--- src/rtl/bp_fe_ras_stack_pkg.sv ---
// Shared types and helpers for the frontend return address stack.
// Operation decode and derived-width helpers used by the stack and its pointer unit.
package bp_fe_ras_stack_pkg;

    localparam int unsigned RAS_VADDR_W_DEF = 39;
    localparam int unsigned RAS_ELS_DEF     = 8;

    typedef enum logic [1:0] {
        RAS_OP_NONE = 2'b00,
        RAS_OP_POP  = 2'b01,
        RAS_OP_PUSH = 2'b10,
        RAS_OP_SWAP = 2'b11
    } ras_op_e;

    // Pointer width that never collapses to zero bits for a single-entry stack
    function automatic int unsigned safe_clog2(input int unsigned n);
        return (n <= 1) ? 1 : $clog2(n);
    endfunction

    function automatic ras_op_e ras_op_decode(input logic call, input logic ret);
        return ras_op_e'({call, ret});
    endfunction

endpackage

--- src/rtl/bp_fe_ras_ptr.sv ---
// Top-of-stack pointer and occupancy tracking for the return address stack.
// Applies restore > swap > push > pop priority and produces the entry write strobe.
module bp_fe_ras_ptr
    import bp_fe_ras_stack_pkg::*;
#(
    parameter int unsigned ras_els_p    = RAS_ELS_DEF,
    parameter int unsigned ptr_width_lp = safe_clog2(ras_els_p),
    parameter int unsigned cnt_width_lp = $clog2(ras_els_p + 1)
) (
    input  logic                    clk_i,
    input  logic                    reset_n_i,
    input  logic                    call_i,
    input  logic                    return_i,
    input  logic                    restore_v_i,
    input  logic [ptr_width_lp-1:0] restore_tos_i,
    input  logic [cnt_width_lp-1:0] restore_count_i,
    output logic [ptr_width_lp-1:0] tos_o,
    output logic [cnt_width_lp-1:0] count_o,
    output logic [ptr_width_lp-1:0] wr_idx_c_o,
    output logic                    wr_en_c_o,
    output logic                    overflow_o
);

    // Power-of-two depth: masking gives mod arithmetic, and pins tos to 0 when depth is 1
    localparam logic [ptr_width_lp-1:0] ptr_mask_lp = ptr_width_lp'(ras_els_p - 1);
    localparam logic [cnt_width_lp-1:0] cnt_max_lp  = cnt_width_lp'(ras_els_p);

    logic [ptr_width_lp-1:0] r_tos, w_tos_n, w_tos_inc, w_tos_dec;
    logic [cnt_width_lp-1:0] r_count, w_count_n;
    logic                    r_overflow, w_overflow_n;
    ras_op_e                 w_op;

    assign w_tos_inc = (r_tos + ptr_width_lp'(1)) & ptr_mask_lp;
    assign w_tos_dec = (r_tos - ptr_width_lp'(1)) & ptr_mask_lp;
    assign w_op      = ras_op_decode(call_i, return_i);

    always_ff @(posedge clk_i or negedge reset_n_i) begin
        if (!reset_n_i) begin
            r_tos      <= '0;
            r_count    <= '0;
            r_overflow <= 1'b0;
        end else begin
            r_tos      <= w_tos_n;
            r_count    <= w_count_n;
            r_overflow <= w_overflow_n;
        end
    end

    always_comb begin
        w_tos_n      = r_tos;
        w_count_n    = r_count;
        w_overflow_n = 1'b0;
        wr_en_c_o    = 1'b0;
        wr_idx_c_o   = w_tos_inc;
        if (restore_v_i) begin
            w_tos_n   = restore_tos_i & ptr_mask_lp;
            w_count_n = (restore_count_i > cnt_max_lp) ? cnt_max_lp : restore_count_i;
        end else begin
            case (w_op)
                RAS_OP_SWAP: begin
                    wr_en_c_o  = 1'b1;
                    wr_idx_c_o = r_tos;
                    if (r_count == '0) w_count_n = cnt_width_lp'(1);
                end
                RAS_OP_PUSH: begin
                    wr_en_c_o  = 1'b1;
                    wr_idx_c_o = w_tos_inc;
                    w_tos_n    = w_tos_inc;
                    if (r_count == cnt_max_lp) w_overflow_n = 1'b1;
                    else                       w_count_n    = r_count + cnt_width_lp'(1);
                end
                RAS_OP_POP: begin
                    if (r_count != '0) begin
                        w_tos_n   = w_tos_dec;
                        w_count_n = r_count - cnt_width_lp'(1);
                    end
                end
                default: ;
            endcase
        end
    end

    assign tos_o      = r_tos;
    assign count_o    = r_count;
    assign overflow_o = r_overflow;

endmodule

--- src/rtl/bp_fe_ras_stack.sv ---
// Multi-entry circular return address stack with checkpoint/restore of its pointers.
// Entry storage lives here; pointer policy lives in bp_fe_ras_ptr.
module bp_fe_ras_stack
    import bp_fe_ras_stack_pkg::*;
#(
    parameter int unsigned vaddr_width_p = RAS_VADDR_W_DEF,
    parameter int unsigned ras_els_p     = RAS_ELS_DEF,
    parameter int unsigned ptr_width_lp  = safe_clog2(ras_els_p),
    parameter int unsigned cnt_width_lp  = $clog2(ras_els_p + 1),
    parameter int unsigned ckpt_width_lp = ptr_width_lp + cnt_width_lp
) (
    input  logic                     clk_i,
    input  logic                     reset_n_i,
    input  logic                     call_i,
    input  logic                     return_i,
    input  logic [vaddr_width_p-1:0] addr_i,
    output logic [vaddr_width_p-1:0] tgt_o,
    output logic                     v_o,
    output logic [ckpt_width_lp-1:0] ckpt_o,
    input  logic                     restore_v_i,
    input  logic [ckpt_width_lp-1:0] restore_ckpt_i,
    output logic                     overflow_o
);

    logic [vaddr_width_p-1:0] r_mem [ras_els_p];
    logic [ptr_width_lp-1:0]  w_tos, w_wr_idx;
    logic [cnt_width_lp-1:0]  w_count;
    logic                     w_wr_en;

    bp_fe_ras_ptr #(
        .ras_els_p    (ras_els_p),
        .ptr_width_lp (ptr_width_lp),
        .cnt_width_lp (cnt_width_lp)
    ) u_ptr (
        .clk_i           (clk_i),
        .reset_n_i       (reset_n_i),
        .call_i          (call_i),
        .return_i        (return_i),
        .restore_v_i     (restore_v_i),
        .restore_tos_i   (restore_ckpt_i[ptr_width_lp-1:0]),
        .restore_count_i (restore_ckpt_i[ckpt_width_lp-1:ptr_width_lp]),
        .tos_o           (w_tos),
        .count_o         (w_count),
        .wr_idx_c_o      (w_wr_idx),
        .wr_en_c_o       (w_wr_en),
        .overflow_o      (overflow_o)
    );

    // Entries are never repaired on restore; stale wrong-path writes are tolerated
    always_ff @(posedge clk_i or negedge reset_n_i) begin
        if (!reset_n_i) begin
            for (int i = 0; i < int'(ras_els_p); i++) r_mem[i] <= '0;
        end else if (w_wr_en) begin
            r_mem[w_wr_idx] <= addr_i;
        end
    end

    assign tgt_o  = r_mem[w_tos];
    assign v_o    = (w_count != '0);
    assign ckpt_o = {w_count, w_tos};

endmodule

--- config.mk ---
export PLATFORM = sky130hd
export DESIGN_NAME = bp_fe_ras_stack
export DESIGN_NICKNAME = d
export VERILOG_FILES = /design/src/rtl/bp_fe_ras_stack_pkg.sv /design/src/rtl/bp_fe_ras_ptr.sv /design/src/rtl/bp_fe_ras_stack.sv
export SDC_FILE = /design/constraint.sdc
export NUM_CORES = 1
export LEC_CHECK = 0
export CORE_ASPECT_RATIO = 1.4
export CORE_MARGIN = 2
export CORE_UTILIZATION = 50
export DETAILED_ROUTE_END_ITERATION = 7
export GPL_TIMING_DRIVEN = 0
export PLACE_DENSITY = 0.81
export SLEW_MARGIN = 20
export SYNTH_ARGS = -nofsm -noshare
export SYNTH_HDL_FRONTEND = slang
export SYNTH_SLANG_ARGS = --single-unit
--- constraint.sdc ---
create_clock -name clk_i -period 2.6 [get_ports clk_i]
set_input_delay 0.26 -clock clk_i [delete_from_list [all_inputs] [get_ports clk_i]]
set_output_delay 0.26 -clock clk_i [all_outputs]
set_load 0.01 [all_outputs]
After elaboration in Yosys (flattened, before gate mapping)
Cells that the tools add are included.
Widths: inputs -> output; s select.
{"block": "op_classes", "add_sub_neg": 4, "n_eq_ne": 7, "magnitude_cmp": 4, "mux": 22, "reduce_logical": 8, "bitwise": 2}
{"operator": "$bwmux 312", "count": 1}
{"operator": "$bmux 39 s3", "count": 1}
{"operator": "$demux 39 s3", "count": 1}
{"operator": "$mux 39", "count": 3}
{"operator": "$mux 4", "count": 5}
{"operator": "$mux 3", "count": 4}
{"operator": "$pmux 4 s3", "count": 1}
{"operator": "$ge 4x4->1 const B", "count": 2}
{"operator": "$not 3->4", "count": 2}
{"operator": "$reduce_bool 4->1", "count": 2}
{"operator": "$ne 3x3->1 const B", "count": 2}
{"operator": "$pmux 3 s2", "count": 1}
{"operator": "$mux 1", "count": 5}
{"operator": "$add 4x1->4 const B", "count": 1}
{"operator": "$eq 2x2->1 const B", "count": 2}
{"operator": "$eq 4x4->1 const B", "count": 1}
{"operator": "$gt 4x4->1 const B", "count": 1}
{"operator": "$logic_not 4->1", "count": 1}
{"operator": "$lt 4x1->1 const B", "count": 1}
{"operator": "$reduce_and 4->1", "count": 1}
{"operator": "$sub 4x1->4 const B", "count": 1}
{"operator": "$add 3x1->3 const B", "count": 1}
{"operator": "$ne 3x2->1 const B", "count": 1}
{"operator": "$reduce_bool 3->1", "count": 1}
{"operator": "other kinds (5)", "count": 5}
{"block": "totals", "register_bits": 320, "elab_cells": 58, "input_bits": 51, "out_inout_bits": 48}

Depth between registers and ports, before layout
Gate-level depths: netlist of the first run.
{"block": "logic_depth", "word_depth": 9, "mapped_depth": 11}

By module
Synthesis of the first run repeated with hierarchy kept, for this count alone.
{"block": "hier_totals", "cells_unflattened": 889, "hier_area_um2": 14751.6}
{"mod": "bp_fe_ras_stack", "seq_area_each_um2": 7807.5, "instances": 1, "cells_each": 804, "area_per_inst_um2": 14002.2}
{"mod": "bp_fe_ras_ptr", "seq_area_each_um2": 200.2, "instances": 1, "cells_each": 85, "area_per_inst_um2": 749.5}

Least setup slack after synthesis of the first run
Ideal clock, no wire load.
{"block": "synth_timing", "path_type": "flip-flop to flip-flop", "from": "register u_ptr.r_tos[0], in the netlist u_ptr.tos_o[0]", "to": "register r_mem[28] (netlist name)", "path_slack_ns": -0.117, "period_less_slack_ns": 2.717, "arrival_ns": 2.590, "path_stages_with_launch": 12, "cell_sequence": "dfrtp_1 > buf_2 > buf_2 > buf_4 > inv_1 > ha_1 > nand2_1 > o22a_1 > nor2_2 > buf_4 > buf_6 > mux2_1"}
{"block": "synth_via", "elab_chain_cells": 9}
{"item": "from (decl)", "line_no": "bp_fe_ras_ptr.sv:28", "text": "logic [ptr_width_lp-1:0] r_tos, w_tos_n, w_tos_inc, w_tos_dec;"}
{"item": "from (signal assigned)", "line_no": "bp_fe_ras_ptr.sv:43", "text": "r_tos <= w_tos_n;"}
{"item": "$add 3x1->3", "line_no": "bp_fe_ras_ptr.sv:33", "text": "assign w_tos_inc = (r_tos + ptr_width_lp'(1)) & ptr_mask_lp;"}
{"item": "$mux 3", "line_no": "bp_fe_ras_ptr.sv:59", "text": "case (w_op)"}
{"item": "$mux 3 (*)", "line_no": "bp_fe_ras_ptr.sv:55", "text": "if (restore_v_i) begin"}
{"item": "$not 3->4 (not written as such) (*)", "line_no": "bp_fe_ras_stack.sv:54", "text": "r_mem[w_wr_idx] <= addr_i;"}
{"item": "$ge 4x4->1 (not written as such) / $lt 4x1->1 (equally long branches)", "line_no": "bp_fe_ras_stack.sv:54"}
{"item": "$logic_and 1x1->1 (not written as such)", "line_no": "bp_fe_ras_stack.sv:54"}
{"item": "$mux 39 (not written as such)", "line_no": "bp_fe_ras_stack.sv:54"}
{"item": "$demux 39 s3 (*)", "line_no": "bp_fe_ras_stack.sv:54"}
{"item": "$bwmux 312 (*)", "line_no": "bp_fe_ras_stack.sv:54"}
{"item": "to (signal, indexed assignment)", "line_no": "bp_fe_ras_stack.sv:54"}
{"item": "to (decl)", "line_no": "bp_fe_ras_stack.sv:25", "text": "logic [vaddr_width_p-1:0] r_mem [ras_els_p];"}
Every way passes the cells marked *; elsewhere a longest branch is shown, timed or not.
A chain may end at the register's enable or synchronous reset.

Final worst setup path of the first run
{"block": "layout_timing", "from": "register u_ptr.r_tos[0], in the netlist u_ptr.tos_o[0]", "to": "output tgt_o[15]"}
{"block": "layout_via", "elab_chain_cells": 4}
{"item": "$not 3->4 (not written as such)", "line_no": "bp_fe_ras_stack.sv:58", "text": "assign tgt_o = r_mem[w_tos];"}
{"item": "$bmux 39 s3", "line_no": "bp_fe_ras_stack.sv:58"}
{"item": "$mux 39 (not written as such) (2 in series)", "line_no": "bp_fe_ras_stack.sv:58"}
{"item": "to (decl)", "line_no": "bp_fe_ras_stack.sv:17", "text": "output logic [vaddr_width_p-1:0] tgt_o,"}
Every way passes these cells. The select of a mux whose other input is x is not followed.

==> summary.md, run 1 <==
| Metric | Value |
|---|---|
| Worst-Margin Slew | 518 ps |
| Post-DP Area | 0.0163 mm² |
| Overflow after GRT | 0 |
| Fin util | 0.624 |
| Leak | 7.97 nW |
| CTS Buf Count | 30 |
| Sequential element share of the synthesized area | 0.543 |
| Final nets | 1119 |
| Final slew viol count | 0 |
| IO buf count | 97 |
| Biggest cell delay along the critical path | 490 ps |
| Crit start category | flip-flop |
| Final instance area | 0.0181 mm² |
| Tmin final | 2650 ps |
| Largest net degree at the start of global routing | 107 |
| Number of cells on the worst reg-to-reg path | 11 |
| Die width | 149 µm |
| Root Buffer | clkbuf_16 |
| Internal | 15.0 mW |
| PnR worst setup slack | -54.3 ps |
| CTS clk-pin slew, worst paths | 70 ps |
| RSZ-0062 raised after global routing | yes |
| Antenna violations before repair | 2 |
| Area growth syn-to-layout | 23.1% |
| Worst Path Buf+Inv | 5 |
| I/O pin total | 99 |
| CP delay by family, top | multiplexers |
| Max cap viols | 0 |
| Crit end category | output port |
| VDD IR max | 0.771 mV |
| H-tree depth | 1 |
| Area taken by multi-input logic gates | 0.00650 mm² |
| Total Power | 20.7 mW |
| Crit path required time | 2340 ps |
| Status | finished, violations left |
| Commonest cells post-synth | dfrtp_1, mux2_2, mux4_2 |
| Number of remaining DRC errors | 0 |
| CTS Sinks | 320 |
| Initial DRC count | 469 |
| Yosys top cell area share | 0.543 |
| Total length of routed wires | 33700 µm |
| # setup viols final | 11 |
| Die Area | 0.0309 mm² |
| Row Count | 74 |
| Total number of yosys warnings | 0 |
| Synth unique cells | 39 |
| Clock power share | 0.212 |
| F_max | 377 MHz |
| Count leader, synth | dfrtp_1 |
| Net Sw Frac | 0.276 |
| Routability congestion estimate | 0.805 |
| Crit-path cells | buf_6 > buf_6 > buf_12 > buf_6 > mux4_2 > mux2_4 > buf_6 |
| WP data arrival | 2390 ps |
| #FFs+latches synth | 320 |
| Core area | 0.0291 mm² |
| Reg2reg setup slack | 80 ps |
| Setup Skew | 8.82 ps |
| Vias in the first global route | 9141 |
| EDFF count, synth | 0 |
| Reg area | 0.00801 mm² |
| Worst Path Max Fanout | 5 |
| Layout cells sized above 1 | 0.557 |
| Final hold vios | 0 |
| Net count after synthesis | 949 |
| Die H | 207 µm |
| PwrDens | 1140 mW/mm² |
| Synth Flop Type | dfrtp_1 |
| Synth Instances | 890 |
| Cells after DPL | 1370 |
| Total track usage | 0.224 |
| Syn Area/Cell | 16.6 µm² |
| First-pass detailed-route iteration total | 5 |
| CP Class | flip-flop to output port |
| Detailed Place HPWL | 20700 µm |
| FFs w/ async S/R, synth | 1.00 |
| Fill cells | 2077 |
| Tightest Hold Check Type | input pin to async pin |
| Yosys top cell by area | dfrtp_1 |
| Most frequent CP cell | buf_6 |
| Detailed-route via count | 8434 |
| Cell area after synthesis | 0.0147 mm² |
| TritonCTS clock tree | built |
| Slew HR | 0.655 |
| Gate power share | 0.369 |
| Final Cycle Share | 1.02 |
| Final antenna-violating net count | 0 |
| Critical path depth | 7 |
| Fin cells | 1465 |
| Sequential share of power | 0.419 |
| Area contributors post-synth | dfrtp_1, mux2_2, mux4_2, mux2_1, mux2_4 |
| First-pass GRT wire length | 53200 µm |
| Clock Path Buffers | 3 |
| Routed length per instance | 23.0 µm |
| Worst hold slack | 159 ps |
| Switching power | 5.70 mW |
| Later-pin clock latency in the skew report | 560 ps |
| Slowest-stage cell, CP | mux4_2 |
| Failing checks | negative setup slack |
| Vias per std cell | 5.76 |
| Initial core utilization | 0.507 |
[registers in the layout, summed over array words and instances (netlist names)]
signal            count
r_mem               312
u_ptr.count_o         4
u_ptr.tos_o           3
u_ptr.overflow_o      1
[final cells by class]
cell class | count | area share
Sequential cell | 320 | 0.441
Multi-Input combinational cell | 506 | 0.358
Timing Repair Buffer | 140 | 0.0895
Clock buffer | 46 | 0.0503
Buffer | 56 | 0.0285
Tap cell | 380 | 0.0262
Clock inverter | 10 | 0.00434
Inverter | 6 | 0.00124
Antenna cell | 1 | 0.000138
[final timing paths]
path	to	start
worst max-delay path	tgt_o[15]	u_ptr.tos_o[0]
worst min-delay path	r_mem[76]	reset_n_i
worst max register to register	r_mem[33]	u_ptr.tos_o[0]
worst min register to register	r_mem[36]	r_mem[36]
max in group asynchronous	r_mem[91]	reset_n_i
min in group clk_i	u_ptr.count_o[3]	restore_v_i
[cells in the final DEF (no fill, tap or decap), drive strengths merged, types with 2 or more instances in the layout]
master           n
dfrtp          320
o32ai            3
o21ai            4
xnor2            6
clkdlybuf4s50   57
mux2           356
nand2           14
clkbuf          60
nand2b           2
a31oi            2
xor2             4
inv              7
clkinv           8
buf            124
ha               8
mux2i            2
nor2            12
mux4            78
a21oi            2
[layer usage]
layer,up-vias,global-route usage,share of wire
li1,3664,-,-
met1,4535,0.291,0.41
met2,187,0.387,0.53
met3,46,0.0385,0.044
met4,2,0.0667,0.025
met5,-,0,0.00039
[what timing repair did]
item | in CTS | in global routing
buffers inserted | 30 | 4
endpoints found under the setup margin | 351 | 191
hold buffers | 1 | 0
resized for setup | 298 | 16
gates cloned | 6 | 0
hold endpoints to repair | 114 | 0
[metrics by stage]
stage          setup TNS (ps)  worst slack (ps)
3_3_place_gp         -4001360            -12230
4_1_cts                 -1870             -89.0
2_1_floorplan               0              32.3
3_5_place_dp          -113190              -549
5_1_grt                 -1960              -120
6_report                 -258             -54.3
[power by group through the flow]
stage / registers [mW] / clock network, mW / logic, mW
after floorplan: 8.24 / 0 / 4.83
after global placement: 8.55 / 0 / 6.63
after detailed placement: 8.67 / 0 / 6.83
after CTS: 8.61 / 4.47 / 7.64
after global routing: 8.91 / 4.64 / 8.13
final: 8.66 / 4.37 / 7.62
[cell families (layout without fill, tap and decap cells)]
family                   after synthesis  in the layout  synth area share
buffers and inverters                 64            258            0.0252
AND/OR/NAND/NOR                       33             33            0.0105
AO/OA/AOI/OAI                         19             19           0.00951
XOR/XNOR                              10             10           0.00645
multiplexers                         436            436             0.398
adder cells (fa/ha/maj)                8              8           0.00679
flip-flops                           320            320             0.543
other                                  0              1                 0
Note: power is estimated with default switching activity, not from simulation.
==> inputs of run 2 (changes only) <==
MAX_ROUTING_LAYER = met4   (was default)
SLEW_MARGIN = 0   (was 20)
==> summary.md, run 2 (synthesized netlist as in run 1, its figures left out) <==
| Metric | Value |
|---|---|
| Status | finished, violations left (unchanged) |
| Leak | 8.00 nW (was 7.97 nW) |
| Sequential share of power | 0.418 (was 0.419) |
| Initial DRC count | 454 (was 469) |
| CTS Sinks | 320 (unchanged) |
| Final antenna-violating net count | 0 (unchanged) |
| Die Area | 0.0309 mm² (unchanged) |
| Max FFs per register | 312 (unchanged) |
| Number of remaining DRC errors | 0 (unchanged) |
| Largest register by flop count | r_mem (unchanged) |
| Root Buffer | clkbuf_16 (unchanged) |
| PwrDens | 1130 mW/mm² (was 1140 mW/mm²) |
| Vias per std cell | 5.80 (was 5.76) |
| CP Class | flip-flop to output port (unchanged) |
| CP delay by family, top | multiplexers (unchanged) |
| Commonest non-fill, non-tap cell in the layout | dfrtp_1 (unchanged) |
| Max cap viols | 0 (unchanged) |
| WP data arrival | 2420 ps (was 2390 ps) |
| Slowest-stage cell, CP | mux4_2 (unchanged) |
| Worst Path Buf+Inv | 5 (unchanged) |
| Area growth syn-to-layout | 23.9% (was 23.1%) |
| F_max | 373 MHz (was 377 MHz) |
| Routability congestion estimate | 0.818 (was 0.805) |
| Final Cycle Share | 1.03 (was 1.02) |
| Row Count | 74 (unchanged) |
| CTS Buf Count | 30 (unchanged) |
| Worst hold start | restore_v_i |
| Worst Hold Depth | 3 |
| Net Sw Frac | 0.277 (was 0.276) |
| Crit Reg-Reg Endpoint | r_mem[152] (was r_mem[33]) |
| RSZ-0062 raised after global routing | yes (unchanged) |
| Switching power | 5.74 mW (was 5.70 mW) |
| Overflow after GRT | 0 (unchanged) |
| Final slew viol count | 0 (unchanged) |
| Most frequent cells in the layout | dfrtp_1, mux2_2, mux4_2, clkdlybuf4s50_1, buf_6 (was dfrtp_1, mux2_2, mux4_2, buf_6, clkdlybuf4s50_1) |
| PnR worst setup slack | -79.1 ps (was -54.3 ps) |
| Later-pin clock latency in the skew report | 570 ps (was 560 ps) |
| Crit-path cells | buf_8 > buf_12 > buf_12 > buf_6 > mux4_2 > mux2_4 > buf_6 (was buf_6 > buf_6 > buf_12 > buf_6 > mux4_2 > mux2_4 > buf_6) |
| Largest net degree at the start of global routing | 124 (was 107) |
| Setup Skew | 6.54 ps (was 8.82 ps) |
| Initial core utilization | 0.507 (unchanged) |
| Tmin final | 2680 ps (was 2650 ps) |
| First-pass GRT wire length | 53500 µm (was 53200 µm) |
| IO buf count | 97 (unchanged) |
| Worst Path Max Fanout | 7 (was 5) |
| Final hold vios | 0 (unchanged) |
| Layout cells sized above 1 | 0.565 (was 0.557) |
| Failing checks | negative setup slack (unchanged) |
| Reg2reg setup slack | 40 ps (was 80 ps) |
| Biggest cell delay along the critical path | 500 ps (was 490 ps) |
| Clock Path Buffers | 3 (unchanged) |
| Die H | 207 µm (unchanged) |
| VDD IR max | 0.772 mV (was 0.771 mV) |
| Total track usage | 0.233 (was 0.224) |
| Die width | 149 µm (unchanged) |
| Clock power share | 0.213 (was 0.212) |
| First-pass detailed-route iteration total | 4 (was 5) |
| Crit end category | output port (unchanged) |
| Hold endpoint | u_ptr.count_o[3] |
| # setup viols final | 14 (was 11) |
| Tightest Hold Check Type | input pin to flip-flop (was input pin to async pin) |
| Number of cells on the worst reg-to-reg path | 11 (unchanged) |
| R2r startpoint | u_ptr.tos_o[0] (unchanged) |
| Slew HR | 0.559 (was 0.655) |
| Routed length per instance | 23.4 µm (was 23.0 µm) |
| Pre-CTS WS | -569 ps (was -549 ps) |
| Detailed-route via count | 8543 (was 8434) |
| Crit start category | flip-flop (unchanged) |
| Final instance area | 0.0183 mm² (was 0.0181 mm²) |
| Core area | 0.0291 mm² (unchanged) |
| Worst-Margin Slew | 662 ps (was 518 ps) |
| Detailed Place HPWL | 20800 µm (was 20700 µm) |
| Internal | 15.0 mW (about the same) |
| Total Power | 20.7 mW (about the same) |
| Total length of routed wires | 34400 µm (was 33700 µm) |
| Crit path required time | 2340 ps (about the same) |
| Antenna violations before repair | 1 (was 2) |
| Gate power share | 0.369 (about the same) |
| H-tree depth | 1 (unchanged) |
| Vias in the first global route | 9184 (was 9141) |
| TritonCTS clock tree | built (unchanged) |
| CTS clk-pin slew, worst paths | 60 ps (was 70 ps) |
| I/O pin total | 99 (unchanged) |
| Post-DP Area | 0.0163 mm² (about the same) |
| Critical path depth | 7 (unchanged) |
| Final nets | 1126 (was 1119) |
run 2: power groups by stage:
stage                     Combinational (mW)  Sequential (mW)  Clock (mW)
after global placement                  6.63             8.55           0
after detailed placement                6.83             8.68           0
after global routing                    8.13             8.92        4.69
after CTS                               7.49             8.59        4.49
after floorplan                         4.83             8.24           0
final                                   7.64             8.65        4.41
run 2: per-layer routing:
layer	part of all wire	wire length [µm]	up-vias	global-route usage
li1	-	-	3691	-
met1	0.40	13800	4573	0.291
met2	0.52	18000	207	0.392
met3	0.048	1660	72	0.0383
met4	0.030	1020	0	0.0683
met5	0	0	-	-
run 2: worst max path at each step:
stage | from | end | slack [ps]
final | u_ptr.tos_o[0] | tgt_o[4] | -80
after global routing | u_ptr.tos_o[0] | tgt_o[4] | -140
after CTS | u_ptr.tos_o[0] | tgt_o[5] | -110
after detailed placement | u_ptr.tos_o[0] | r_mem[188] | -570
after global placement | reset_n_i | r_mem[177] | -12230
after floorplan | u_ptr.tos_o[0] | r_mem[28] | 30
run 2: worst reg2reg max path: stages (launching register included):
cell	delay (ps)
dfrtp_2	440
buf_8	160
buf_12	130
buf_12	120
buf_12	130
inv_2	70
ha_4	230
o32ai_4	320
nand2_2	150
buf_8	190
buf_6	180
mux2_1	330
run 2: final cells by class:
cell class,instances,area [µm²]
fill,2062,10800
sequential,320,8010
multi-input combinational,506,6550
timing repair buffer,145,1620
clock buffer,47,926
buffer,58,587
tap,380,475
clock inverter,8,75.1
inverter,6,22.5
antenna,2,5.00
run 2: what timing repair did:
| item | 4_1_cts | 5_1_grt |
|---|---|---|
| endpoints found under the setup margin | 351 | 297 |
| resized for setup | 294 | 34 |
| setup buffers | 27 | 14 |
| cloned | 6 | 2 |
| hold buffers | 1 | 0 |
| pin swaps | 2 | 4 |
| endpoints found under the hold margin | 80 | 0 |
run 2: per-stage QoR:
step           hold WS [ps]  instances  TNS (ps)  utilization
2_1_floorplan         -35.6        890         0            -
3_3_place_gp            462       1367  -4001360        0.557
3_5_place_dp            312       1369   -115250        0.559
4_1_cts                 188       1458      -989        0.621
5_1_grt                 209       1471     -1540        0.628
6_report                220       1472      -557        0.628
